## src/rtl/intr_seq_pkg.sv

```systemverilog
// Shared definitions for the interrupt service sequencer: slave register map,
// sequencer states, error codes, AXI response encodings and a priority helper.
package intr_seq_pkg;

  // Byte offsets of the interrupt slave registers
  localparam logic [31:0] REG_GIE  = 32'h0000_0000;
  localparam logic [31:0] REG_IEN  = 32'h0000_0004;
  localparam logic [31:0] REG_ACK  = 32'h0000_000C;
  localparam logic [31:0] REG_PEND = 32'h0000_0010;

  // AXI response encodings
  localparam logic [1:0] RESP_OKAY   = 2'b00;
  localparam logic [1:0] RESP_EXOKAY = 2'b01;
  localparam logic [1:0] RESP_SLVERR = 2'b10;
  localparam logic [1:0] RESP_DECERR = 2'b11;

  typedef enum logic [3:0] {
    ST_IDLE,
    ST_CFG_GEN,
    ST_CFG_IEN,
    ST_WAIT_IRQ,
    ST_RD_PEND,
    ST_DISPATCH,
    ST_WR_ACK,
    ST_RD_VERIFY,
    ST_ERR
  } seq_state_t;

  typedef enum logic [1:0] {
    ERR_NONE    = 2'd0,
    ERR_RESP    = 2'd1,
    ERR_ACK     = 2'd2,
    ERR_TIMEOUT = 2'd3
  } err_code_t;

  // Index of the lowest set bit; 0 when nothing is set
  function automatic logic [4:0] lowest_set(input logic [31:0] v);
    logic [4:0] idx;
    idx = 5'd0;
    for (int i = 31; i >= 0; i--) begin
      if (v[i]) idx = 5'(i);
    end
    return idx;
  endfunction

endpackage

```

## src/rtl/axil_single_master.sv

```systemverilog
// Single-transaction AXI4-Lite master engine. A start pulse launches one read
// or write; done pulses (combinationally) on the final handshake with rdata/resp
// valid in that same cycle. Optional watchdog: INTR_SEQ_TIMEOUT_EN.
module axil_single_master #(
  parameter int unsigned TIMEOUT_CYCLES = 1024
) (
  input  logic        ACLK,
  input  logic        ARESET,
  input  logic        start,
  input  logic        wr,
  input  logic [31:0] addr,
  input  logic [31:0] wdata,
  output logic        done,
  output logic [31:0] rdata,
  output logic [1:0]  resp,
  output logic        timeout,
  output logic [31:0] m_axi_awaddr,
  output logic [2:0]  m_axi_awprot,
  output logic        m_axi_awvalid,
  input  logic        m_axi_awready,
  output logic [31:0] m_axi_wdata,
  output logic [3:0]  m_axi_wstrb,
  output logic        m_axi_wvalid,
  input  logic        m_axi_wready,
  input  logic [1:0]  m_axi_bresp,
  input  logic        m_axi_bvalid,
  output logic        m_axi_bready,
  output logic [31:0] m_axi_araddr,
  output logic [2:0]  m_axi_arprot,
  output logic        m_axi_arvalid,
  input  logic        m_axi_arready,
  input  logic [31:0] m_axi_rdata,
  input  logic [1:0]  m_axi_rresp,
  input  logic        m_axi_rvalid,
  output logic        m_axi_rready
);

  logic [31:0] addr_reg, wdata_reg;
  logic aw_valid_reg, w_valid_reg, b_ready_reg, ar_valid_reg, r_ready_reg, wr_active_reg;
  logic b_done, r_done, aw_pend, w_pend, active;

  assign b_done  = b_ready_reg && m_axi_bvalid;
  assign r_done  = r_ready_reg && m_axi_rvalid;
  assign aw_pend = aw_valid_reg && !m_axi_awready;
  assign w_pend  = w_valid_reg && !m_axi_wready;
  assign active  = wr_active_reg || ar_valid_reg || r_ready_reg;
  assign done    = b_done || r_done;
  assign rdata   = m_axi_rdata;
  assign resp    = r_ready_reg ? m_axi_rresp : m_axi_bresp;

  assign m_axi_awaddr  = addr_reg;
  assign m_axi_araddr  = addr_reg;
  assign m_axi_awprot  = 3'b000;
  assign m_axi_arprot  = 3'b000;
  assign m_axi_wdata   = wdata_reg;
  assign m_axi_wstrb   = 4'hF;
  assign m_axi_awvalid = aw_valid_reg;
  assign m_axi_wvalid  = w_valid_reg;
  assign m_axi_bready  = b_ready_reg;
  assign m_axi_arvalid = ar_valid_reg;
  assign m_axi_rready  = r_ready_reg;

  // Channel handshake state: launch on start, retire each VALID on its READY
  always_ff @(posedge ACLK or posedge ARESET) begin
    if (ARESET) begin
      addr_reg      <= 32'd0;
      wdata_reg     <= 32'd0;
      aw_valid_reg  <= 1'b0;
      w_valid_reg   <= 1'b0;
      b_ready_reg   <= 1'b0;
      ar_valid_reg  <= 1'b0;
      r_ready_reg   <= 1'b0;
      wr_active_reg <= 1'b0;
    end else if (timeout) begin
      aw_valid_reg  <= 1'b0;
      w_valid_reg   <= 1'b0;
      b_ready_reg   <= 1'b0;
      ar_valid_reg  <= 1'b0;
      r_ready_reg   <= 1'b0;
      wr_active_reg <= 1'b0;
    end else if (start) begin
      addr_reg  <= addr;
      wdata_reg <= wdata;
      if (wr) begin
        aw_valid_reg  <= 1'b1;
        w_valid_reg   <= 1'b1;
        wr_active_reg <= 1'b1;
      end else begin
        ar_valid_reg <= 1'b1;
      end
    end else begin
      aw_valid_reg <= aw_pend;
      w_valid_reg  <= w_pend;
      if (b_done) begin
        b_ready_reg   <= 1'b0;
        wr_active_reg <= 1'b0;
      end else if (wr_active_reg && !aw_pend && !w_pend) begin
        b_ready_reg <= 1'b1;
      end
      if (ar_valid_reg && m_axi_arready) begin
        ar_valid_reg <= 1'b0;
        r_ready_reg  <= 1'b1;
      end
      if (r_done) r_ready_reg <= 1'b0;
    end
  end

`ifdef INTR_SEQ_TIMEOUT_EN
  logic [31:0] wd_cnt_reg;

  assign timeout = active && !done && (wd_cnt_reg == TIMEOUT_CYCLES - 1);

  // Watchdog: cycles spent in the current transaction
  always_ff @(posedge ACLK or posedge ARESET) begin
    if (ARESET) begin
      wd_cnt_reg <= 32'd0;
    end else if (start || !active || timeout) begin
      wd_cnt_reg <= 32'd0;
    end else begin
      wd_cnt_reg <= wd_cnt_reg + 32'd1;
    end
  end
`else
  logic unused_wd_cfg;
  assign unused_wd_cfg = ^TIMEOUT_CYCLES ^ active;
  assign timeout = 1'b0;
`endif

endmodule

```

## src/rtl/intr_service_sequencer.sv

```systemverilog
// CPU-less AXI4-Lite master that configures the interrupt slave, services irq by
// reading PENDING, dispatching the lowest enabled source, acknowledging it and
// re-reading PENDING to confirm the clear. Optional watchdog: INTR_SEQ_TIMEOUT_EN.
module intr_service_sequencer
  import intr_seq_pkg::*;
#(
  parameter logic [31:0] BASE_ADDR        = 32'h44A0_0000,
  parameter int unsigned NUM_INTR         = 4,
  parameter logic        IRQ_ACTIVE_STATE = 1'b1,
  parameter int unsigned TIMEOUT_CYCLES   = 1024
) (
  input  logic                ACLK,
  input  logic                ARESET,
  input  logic                cfg_start,
  input  logic [NUM_INTR-1:0] intr_en_mask,
  input  logic                irq,
  output logic                svc_valid,
  output logic [4:0]          svc_id,
  input  logic                svc_ready,
  output logic                busy,
  output logic                err,
  output logic [1:0]          err_code,
  output logic [31:0]         m_axi_awaddr,
  output logic [2:0]          m_axi_awprot,
  output logic                m_axi_awvalid,
  input  logic                m_axi_awready,
  output logic [31:0]         m_axi_wdata,
  output logic [3:0]          m_axi_wstrb,
  output logic                m_axi_wvalid,
  input  logic                m_axi_wready,
  input  logic [1:0]          m_axi_bresp,
  input  logic                m_axi_bvalid,
  output logic                m_axi_bready,
  output logic [31:0]         m_axi_araddr,
  output logic [2:0]          m_axi_arprot,
  output logic                m_axi_arvalid,
  input  logic                m_axi_arready,
  input  logic [31:0]         m_axi_rdata,
  input  logic [1:0]          m_axi_rresp,
  input  logic                m_axi_rvalid,
  output logic                m_axi_rready
);

  seq_state_t  state_reg, state_next;
  err_code_t   err_code_reg, err_code_set, fault_code;
  logic        svc_valid_reg, busy_reg, err_reg;
  logic [4:0]  svc_id_reg;
  logic        bus_start, bus_wr, bus_done, bus_timeout, bus_fault;
  logic        err_set, load_id;
  logic [31:0] bus_addr, bus_wdata, bus_rdata, mask32, masked;
  logic [1:0]  bus_resp;

  assign mask32     = 32'(intr_en_mask);
  assign masked     = bus_rdata & mask32;
  assign bus_fault  = bus_timeout || (bus_done && bus_resp != RESP_OKAY);
  assign fault_code = bus_timeout ? ERR_TIMEOUT : ERR_RESP;

  assign svc_valid = svc_valid_reg;
  assign svc_id    = svc_id_reg;
  assign busy      = busy_reg;
  assign err       = err_reg;
  assign err_code  = err_code_reg;

  axil_single_master #(
    .TIMEOUT_CYCLES(TIMEOUT_CYCLES)
  ) u_master (
    .ACLK          (ACLK),
    .ARESET        (ARESET),
    .start         (bus_start),
    .wr            (bus_wr),
    .addr          (bus_addr),
    .wdata         (bus_wdata),
    .done          (bus_done),
    .rdata         (bus_rdata),
    .resp          (bus_resp),
    .timeout       (bus_timeout),
    .m_axi_awaddr  (m_axi_awaddr),
    .m_axi_awprot  (m_axi_awprot),
    .m_axi_awvalid (m_axi_awvalid),
    .m_axi_awready (m_axi_awready),
    .m_axi_wdata   (m_axi_wdata),
    .m_axi_wstrb   (m_axi_wstrb),
    .m_axi_wvalid  (m_axi_wvalid),
    .m_axi_wready  (m_axi_wready),
    .m_axi_bresp   (m_axi_bresp),
    .m_axi_bvalid  (m_axi_bvalid),
    .m_axi_bready  (m_axi_bready),
    .m_axi_araddr  (m_axi_araddr),
    .m_axi_arprot  (m_axi_arprot),
    .m_axi_arvalid (m_axi_arvalid),
    .m_axi_arready (m_axi_arready),
    .m_axi_rdata   (m_axi_rdata),
    .m_axi_rresp   (m_axi_rresp),
    .m_axi_rvalid  (m_axi_rvalid),
    .m_axi_rready  (m_axi_rready)
  );

  // Next state plus the bus request launched on the transition into each bus state
  always_comb begin
    state_next   = state_reg;
    bus_start    = 1'b0;
    bus_wr       = 1'b0;
    bus_addr     = BASE_ADDR + REG_PEND;
    bus_wdata    = 32'd0;
    err_set      = 1'b0;
    err_code_set = ERR_NONE;
    load_id      = 1'b0;
    case (state_reg)
      ST_IDLE, ST_ERR: begin
        if (cfg_start) begin
          state_next = ST_CFG_GEN;
          bus_start  = 1'b1;
          bus_wr     = 1'b1;
          bus_addr   = BASE_ADDR + REG_GIE;
          bus_wdata  = 32'd1;
        end
      end
      ST_CFG_GEN: begin
        if (bus_fault) begin
          state_next = ST_ERR; err_set = 1'b1; err_code_set = fault_code;
        end else if (bus_done) begin
          state_next = ST_CFG_IEN;
          bus_start  = 1'b1;
          bus_wr     = 1'b1;
          bus_addr   = BASE_ADDR + REG_IEN;
          bus_wdata  = mask32;
        end
      end
      ST_CFG_IEN: begin
        if (bus_fault) begin
          state_next = ST_ERR; err_set = 1'b1; err_code_set = fault_code;
        end else if (bus_done) begin
          state_next = ST_WAIT_IRQ;
        end
      end
      ST_WAIT_IRQ: begin
        if (irq == IRQ_ACTIVE_STATE) begin
          state_next = ST_RD_PEND;
          bus_start  = 1'b1;
        end
      end
      ST_RD_PEND: begin
        if (bus_fault) begin
          state_next = ST_ERR; err_set = 1'b1; err_code_set = fault_code;
        end else if (bus_done) begin
          if (masked == 32'd0) begin
            state_next = ST_WAIT_IRQ;
          end else begin
            state_next = ST_DISPATCH;
            load_id    = 1'b1;
          end
        end
      end
      ST_DISPATCH: begin
        if (svc_valid_reg && svc_ready) begin
          state_next = ST_WR_ACK;
          bus_start  = 1'b1;
          bus_wr     = 1'b1;
          bus_addr   = BASE_ADDR + REG_ACK;
          bus_wdata  = 32'd1 << svc_id_reg;
        end
      end
      ST_WR_ACK: begin
        if (bus_fault) begin
          state_next = ST_ERR; err_set = 1'b1; err_code_set = fault_code;
        end else if (bus_done) begin
          state_next = ST_RD_VERIFY;
          bus_start  = 1'b1;
        end
      end
      ST_RD_VERIFY: begin
        if (bus_fault) begin
          state_next = ST_ERR; err_set = 1'b1; err_code_set = fault_code;
        end else if (bus_done) begin
          if (bus_rdata[svc_id_reg]) begin
            state_next = ST_ERR; err_set = 1'b1; err_code_set = ERR_ACK;
          end else if (masked != 32'd0) begin
            state_next = ST_DISPATCH;
            load_id    = 1'b1;
          end else begin
            state_next = ST_WAIT_IRQ;
          end
        end
      end
      default: state_next = ST_IDLE;
    endcase
  end

  // Sequencer registers and registered status/dispatch outputs
  always_ff @(posedge ACLK or posedge ARESET) begin
    if (ARESET) begin
      state_reg     <= ST_IDLE;
      svc_valid_reg <= 1'b0;
      svc_id_reg    <= 5'd0;
      busy_reg      <= 1'b0;
      err_reg       <= 1'b0;
      err_code_reg  <= ERR_NONE;
    end else begin
      state_reg <= state_next;
      busy_reg  <= !(state_next inside {ST_IDLE, ST_WAIT_IRQ});
      if (load_id) svc_id_reg <= lowest_set(masked);
      svc_valid_reg <= (state_reg == ST_DISPATCH) && !(svc_valid_reg && svc_ready);
      if (err_set) begin
        err_reg      <= 1'b1;
        err_code_reg <= err_code_set;
      end else if (state_reg == ST_ERR && cfg_start) begin
        err_reg      <= 1'b0;
        err_code_reg <= ERR_NONE;
      end
    end
  end

endmodule

```

## config.mk

```make
export PLATFORM = sky130hd
export DESIGN_NAME = intr_service_sequencer
export DESIGN_NICKNAME = d
export VERILOG_FILES = /design/src/rtl/intr_seq_pkg.sv /design/src/rtl/axil_single_master.sv /design/src/rtl/intr_service_sequencer.sv
export SDC_FILE = /design/constraint.sdc
export NUM_CORES = 1
export LEC_CHECK = 0
export ABC_CLOCK_PERIOD_IN_PS = 7300
export CORE_UTILIZATION = 50
export CTS_CLUSTER_SIZE = 8
export DETAILED_ROUTE_END_ITERATION = 8
export GPL_TIMING_DRIVEN = 0
export PLACE_DENSITY = 0.89
export SYNTH_ARGS = -nofsm -noshare
export SYNTH_HDL_FRONTEND = slang
export SYNTH_HIERARCHICAL = 1
export SYNTH_SLANG_ARGS = --single-unit
```

## constraint.sdc

```tcl
create_clock -name ACLK -period 7.3 [get_ports ACLK]
set_clock_uncertainty 0.05 [all_clocks]
set_input_delay 1.095 -clock ACLK [delete_from_list [all_inputs] [get_ports ACLK]]
set_output_delay 1.095 -clock ACLK [all_outputs]
set_load 0.02 [all_outputs]
```

Word level (Yosys, flattened, before mapping)
Index checks and enable logic that the tools add are counted.
{ "word_totals": {"regBits": 84, "input_bits": 50, "wordCells": 168} }
{ "op_classes": {"n_shift": 1, "n_bitwise": 2, "eq_ne": 11, "n_mux": 103, "n_reduce_logical": 36, "magnitude_cmp": 1} }
{ "op_table": {"columns": ["cell", "count"], "rows": [
  ["$mux W5", 36],
  ["$pmux W32 S3", 1],
  ["$mux W4", 16],
  ["$mux W1", 33],
  ["$and A32 B4 Y32", 1],
  ["$logic_not A32 Y1", 1],
  ["$mux W32", 1],
  ["$pmux W4 S8", 1],
  ["$reduce_bool A32 Y1", 1],
  ["$shl A1 B5 Y32 const A", 1],
  ["$eq A4 B3 Y1 const B", 4],
  ["$pmux W5 S3", 1],
  ["$reduce_bool A2 Y1", 7],
  ["$eq A4 B2 Y1 const B", 3],
  ["$mux W2", 6],
  ["$logic_and A1 B1 Y1", 11],
  ["$logic_not A4 Y1", 2],
  ["$reduce_and A2 Y1", 4],
  ["$logic_not A1 Y1", 6],
  ["$lt A5 B6 Y1 const B", 1],
  ["$mux W3", 2],
  ["$bmux W1 S5", 1],
  ["$eq A4 B1 Y1 const B", 1],
  ["$eq A4 B4 Y1 const B", 1],
  ["other kinds (10)", 12]
]} }

Longest topological paths before layout
{ "logic_depth": {"word_depth": 33, "ltp_mapped": 11, "mapped_depth_nobuf": 9} }

Hierarchy
The synthesis kept the hierarchy.
{ "by_module_without_submodules": {"columns": ["mod", "area_per_inst_um2", "n_inst", "cells_per_inst"], "rows": [
  ["axil_single_master", 3565.9, 1, 244],
  ["intr_service_sequencer", 944.7, 1, 120]
]} }

Worst setup path after synthesis
OpenSTA, ideal clock, no wires.
{ "synth_path": {"path_type": "input -> register", "start": "input m_axi_rresp[1]", "end": "register u_master.addr_reg[24] (netlist: u_master/m_axi_araddr[24])", "n_path_buf": 2, "arrival_ns": 2.969, "cell_stages": 8, "setup_time_ns": 0.125, "setup_slack_ns": 4.156, "required_ns": 7.125, "path_cell_list": "mux2_2 or4b_4 o21ai_0 a22oi_1 o21ai_0 buf_6 buf_6 mux2_4"} }
{ "synth_via": {"elab_chain_cells": 5} }
{ "synth_rtl": {"columns": ["item", "line_no", "rtl"], "rows": [
  ["start: declaration", "intr_service_sequencer.sv:39", "input logic [1:0] m_axi_rresp,"],
  ["$mux W2", "axil_single_master.sv:49", "assign resp = r_ready_reg ? m_axi_rresp : m_axi_bresp;"],
  ["$reduce_bool A2 Y1", "intr_service_sequencer.sv:55", "assign bus_fault = bus_timeout || (bus_done && bus_resp != RESP_OKAY);"],
  ["$logic_and A1 B1 Y1", "intr_service_sequencer.sv:55", null],
  ["$mux W1", "intr_service_sequencer.sv:119", "if (bus_fault) begin"],
  ["$pmux W1 S4", "intr_service_sequencer.sv:108", "case (state_reg)"],
  ["net bus_start", "intr_service_sequencer.sv:48", "logic bus_start, bus_wr, bus_done, bus_timeout, bus_fault;"],
  ["end signal: assignment", "axil_single_master.sv:82", "addr_reg <= addr;"],
  ["end: declaration", "axil_single_master.sv:38", "logic [31:0] addr_reg, wdata_reg;"]
]} }
The timed path passes the listed nets, and every way through them passes these cells.
A chain may end at the register's enable or synchronous reset.

Final worst setup path
{ "layout_path": {"start": "input m_axi_rvalid", "end": "register u_master.wdata_reg[16] (netlist: u_master/m_axi_wdata[16])"} }
{ "layout_via": {"elab_chain_cells": 5, "word_cells_on_any_way": 6, "cone_classes": "mux: 3; reduce/logical: 3"} }
{ "layout_rtl": {"columns": ["item", "line_no", "rtl"], "rows": [
  ["start: declaration", "intr_service_sequencer.sv:40", "input logic m_axi_rvalid,"],
  ["$logic_and A1 B1 Y1 (*)", "axil_single_master.sv:43", "assign r_done = r_ready_reg && m_axi_rvalid;"],
  ["$logic_or A1 B1 Y1 (*)", "axil_single_master.sv:47", "assign done = b_done || r_done;"],
  ["net bus_done", "intr_service_sequencer.sv:48", null],
  ["$mux W1 / $logic_and A1 B1 Y1 (equally long branches)", "intr_service_sequencer.sv:121, intr_service_sequencer.sv:166, intr_service_sequencer.sv:55", null],
  ["$mux W1 (*)", "intr_service_sequencer.sv:119", null],
  ["$pmux W1 S4 (*)", "intr_service_sequencer.sv:108", null],
  ["net bus_start", "intr_service_sequencer.sv:48", null],
  ["end signal: assignment", "axil_single_master.sv:83", "wdata_reg <= wdata;"],
  ["end: declaration", "axil_single_master.sv:38", null]
]} }
Mark *: on every way through the listed nets, which the timed path passes. The rest lies on a longest branch.

==> results.ini <==
[hold_path]
min-delay-path-class = register to register
timing.hold.worst.start = err
worst_hold_path.endpoint = err
holdPathStages = 1

[clock_network]
clock_latency_ps = 340
ctsHtreeMaxLevel = 3
cts_sinks = 81
cts.root.buffer_cell = clkbuf_8
numCtsBuffers = 9
post-cts-setup-buffer-count = 0
clkSlewWorstSetupHoldPaths_ps = 80
tritoncts = done
clock_tree.buffer_depth = 2
cts_hold_buffers = 0
post_cts.resized_instances = 0

[route]
routed_wl_microns = 9566
drt_drc_violations_left = 0
drt_pass1_iterations = 4
routed_antenna_nets = 0
drt_iter0_markers = 93
via_count = 3051
via_per_inst = 4.694
avgRoutedWirePerCell_microns = 14.72

[grt]
groute.layer.met1.usage_pct = 27.48
gr-total-overflow = 0
grt_util_met3_pct = 5.475
via_count_of_the_first_global_routing_pass = 3107
grt_start_max_net_pins = 38
grt_pass1_wl_microns = 15530
gr-max-usage-layer = met2
global_route.usage.total_pct = 22.93
global_route.usage.met2_pct = 40.41
grt_antenna_before_repair = 0

[sta]
grt_setup_unrepaired = no
setup_tns_ps = 0
slew_viol_final = 0
worst-slew-pin-transition_ps = 740.5
period_share_pct = 46.95
max_freq_mhz = 291.8
worst_slew_margin_rel_pct = 50.56
finalCriticalPeriod_ps = 3427
setup_viol_count_final = 0
hold_viol = 0

[setup_path]
worst-setup-path-type = input port to register
crit_path_end_kind = register
worstPathArrival_ps = 3610
crit-reg2reg-launch = u_master/m_axi_rready
setup.worst_path.start_class = input port
r2r_setup_slack_ps = 4550
rr_worst_depth = 8
regToRegEndpoint = u_master/m_axi_wdata[16]
max_stage_delay_ps = 510
critical_path_peak_fanout = 10
crit_path_cell_trace = clkdlybuf4s50_1 -> nand2_1 -> nand2_1 -> buf_6 -> or4b_4 -> o21ai_0 -> a22oi_1 -> o21ai_0 -> buf_6 -> buf_12 -> mux2_4
timing.critical_path.required_ps = 7480
worst_path_max_delay_cell = or4b_4

[job]
maxCapViolations = 0

[finish]
postLayoutCoreUtil_pct = 74.67
final_cell_mix = 125 x clkdlybuf4s50_1, 81 x dfrtp_1, 71 x conb_1, 64 x mux2_4, 50 x buf_4
synthToLayoutAreaGrowth_pct = 43.38
layout.cells.most_common = clkdlybuf4s50_1
num-fill-cells = 559
final_layout_size_suffix_gt1_share_pct = 28.07
multiInputGateArea_sq_um = 1927
layout.area.seq_sq_um = 2027
num-nets-final = 590
antenna-diode-count = 0

[placed_design]
finalWeightedCongestion = 0.9072
post-dp-hpwl_microns = 7481
placement.io_buffers = 125

[yosys]
post_synth.cell_area_avg_sq_um = 12.80
count_of_yosys_warnings_during_synthesis = 6
synthCells = 336
syn_area_sq_um = 4300

[floorplan]
initial_utilization_pct = 52.08
die_x_microns = 94.74
rows = 33
io_count = 171
core_region_area_sq_um = 8258
fp.dieH_microns = 94.74
total_die_area_sq_um = 8976

[pwr]
leakagePower_nw = 2.916
power.density_nw_per_um2 = 474.4
ir_worst_vdd_mv = 0.2366

[outcome]
status = complete, no violations

[stage by stage]
stage	hold slack, ps	instance area (sq um)	setup WS (ps)	power [mW]	cells
4_1_cts	449.0	6166	3897	2.950	650
3_5_place_dp	428.3	5954	3525	2.594	634
6_report	440.2	6166	3873	2.925	650
3_3_place_gp	427.3	5934	3303	2.534	633
5_1_grt	455.8	6166	3750	3.085	650
2_1_floorplan	438.2	4552	4156	1.886	403
[routing by layer]
| layer | wire, microns | share of wire (%) |
|---|---|---|
| met1 | 3805 | 40 |
| met2 | 5057 | 53 |
| met3 | 581 | 6.1 |
| met4 | 122 | 1.3 |
| met5 | 0 | 0 |
[final cells by class]
class                   instances  share of cell area, %
well taps                     105                  2.131
clock buffers                  10                  2.232
plain buffers                  63                  8.908
inverters                      13                 0.7914
repair buffers                126                  20.62
clock inverters                 6                  1.197
flip-flops and latches         81                  32.87
multi-input cells             246                  31.25
[worst max path at each step]
stage	startpoint	end
2_1_floorplan	m_axi_rresp[1]	u_master/m_axi_araddr[24]
3_3_place_gp	ARESET	u_master/m_axi_wdata[13]
3_5_place_dp	m_axi_rvalid	u_master/m_axi_araddr[25]
4_1_cts	m_axi_rvalid	u_master/m_axi_araddr[25]
5_1_grt	m_axi_rvalid	u_master/m_axi_araddr[25]
6_report	m_axi_rvalid	u_master/m_axi_wdata[16]
[critical path: cells and delay by family]
family	cells	cell delay, ps
AO/OA/AOI/OAI	3	450
multiplexers	1	310
buffers and inverters	4	1040
AND/OR/NAND/NOR	3	700
[power breakdown]
part | switching [mW] | internal [mW] | leakage, nW
clock | 0.171 | 0.171 | 0.101
combinational | 0.775 | 0.997 | 1.84
sequential | 0.159 | 0.652 | 0.976
total | 1.10 | 1.82 | 2.92
Power figures use the tool's default switching activity.
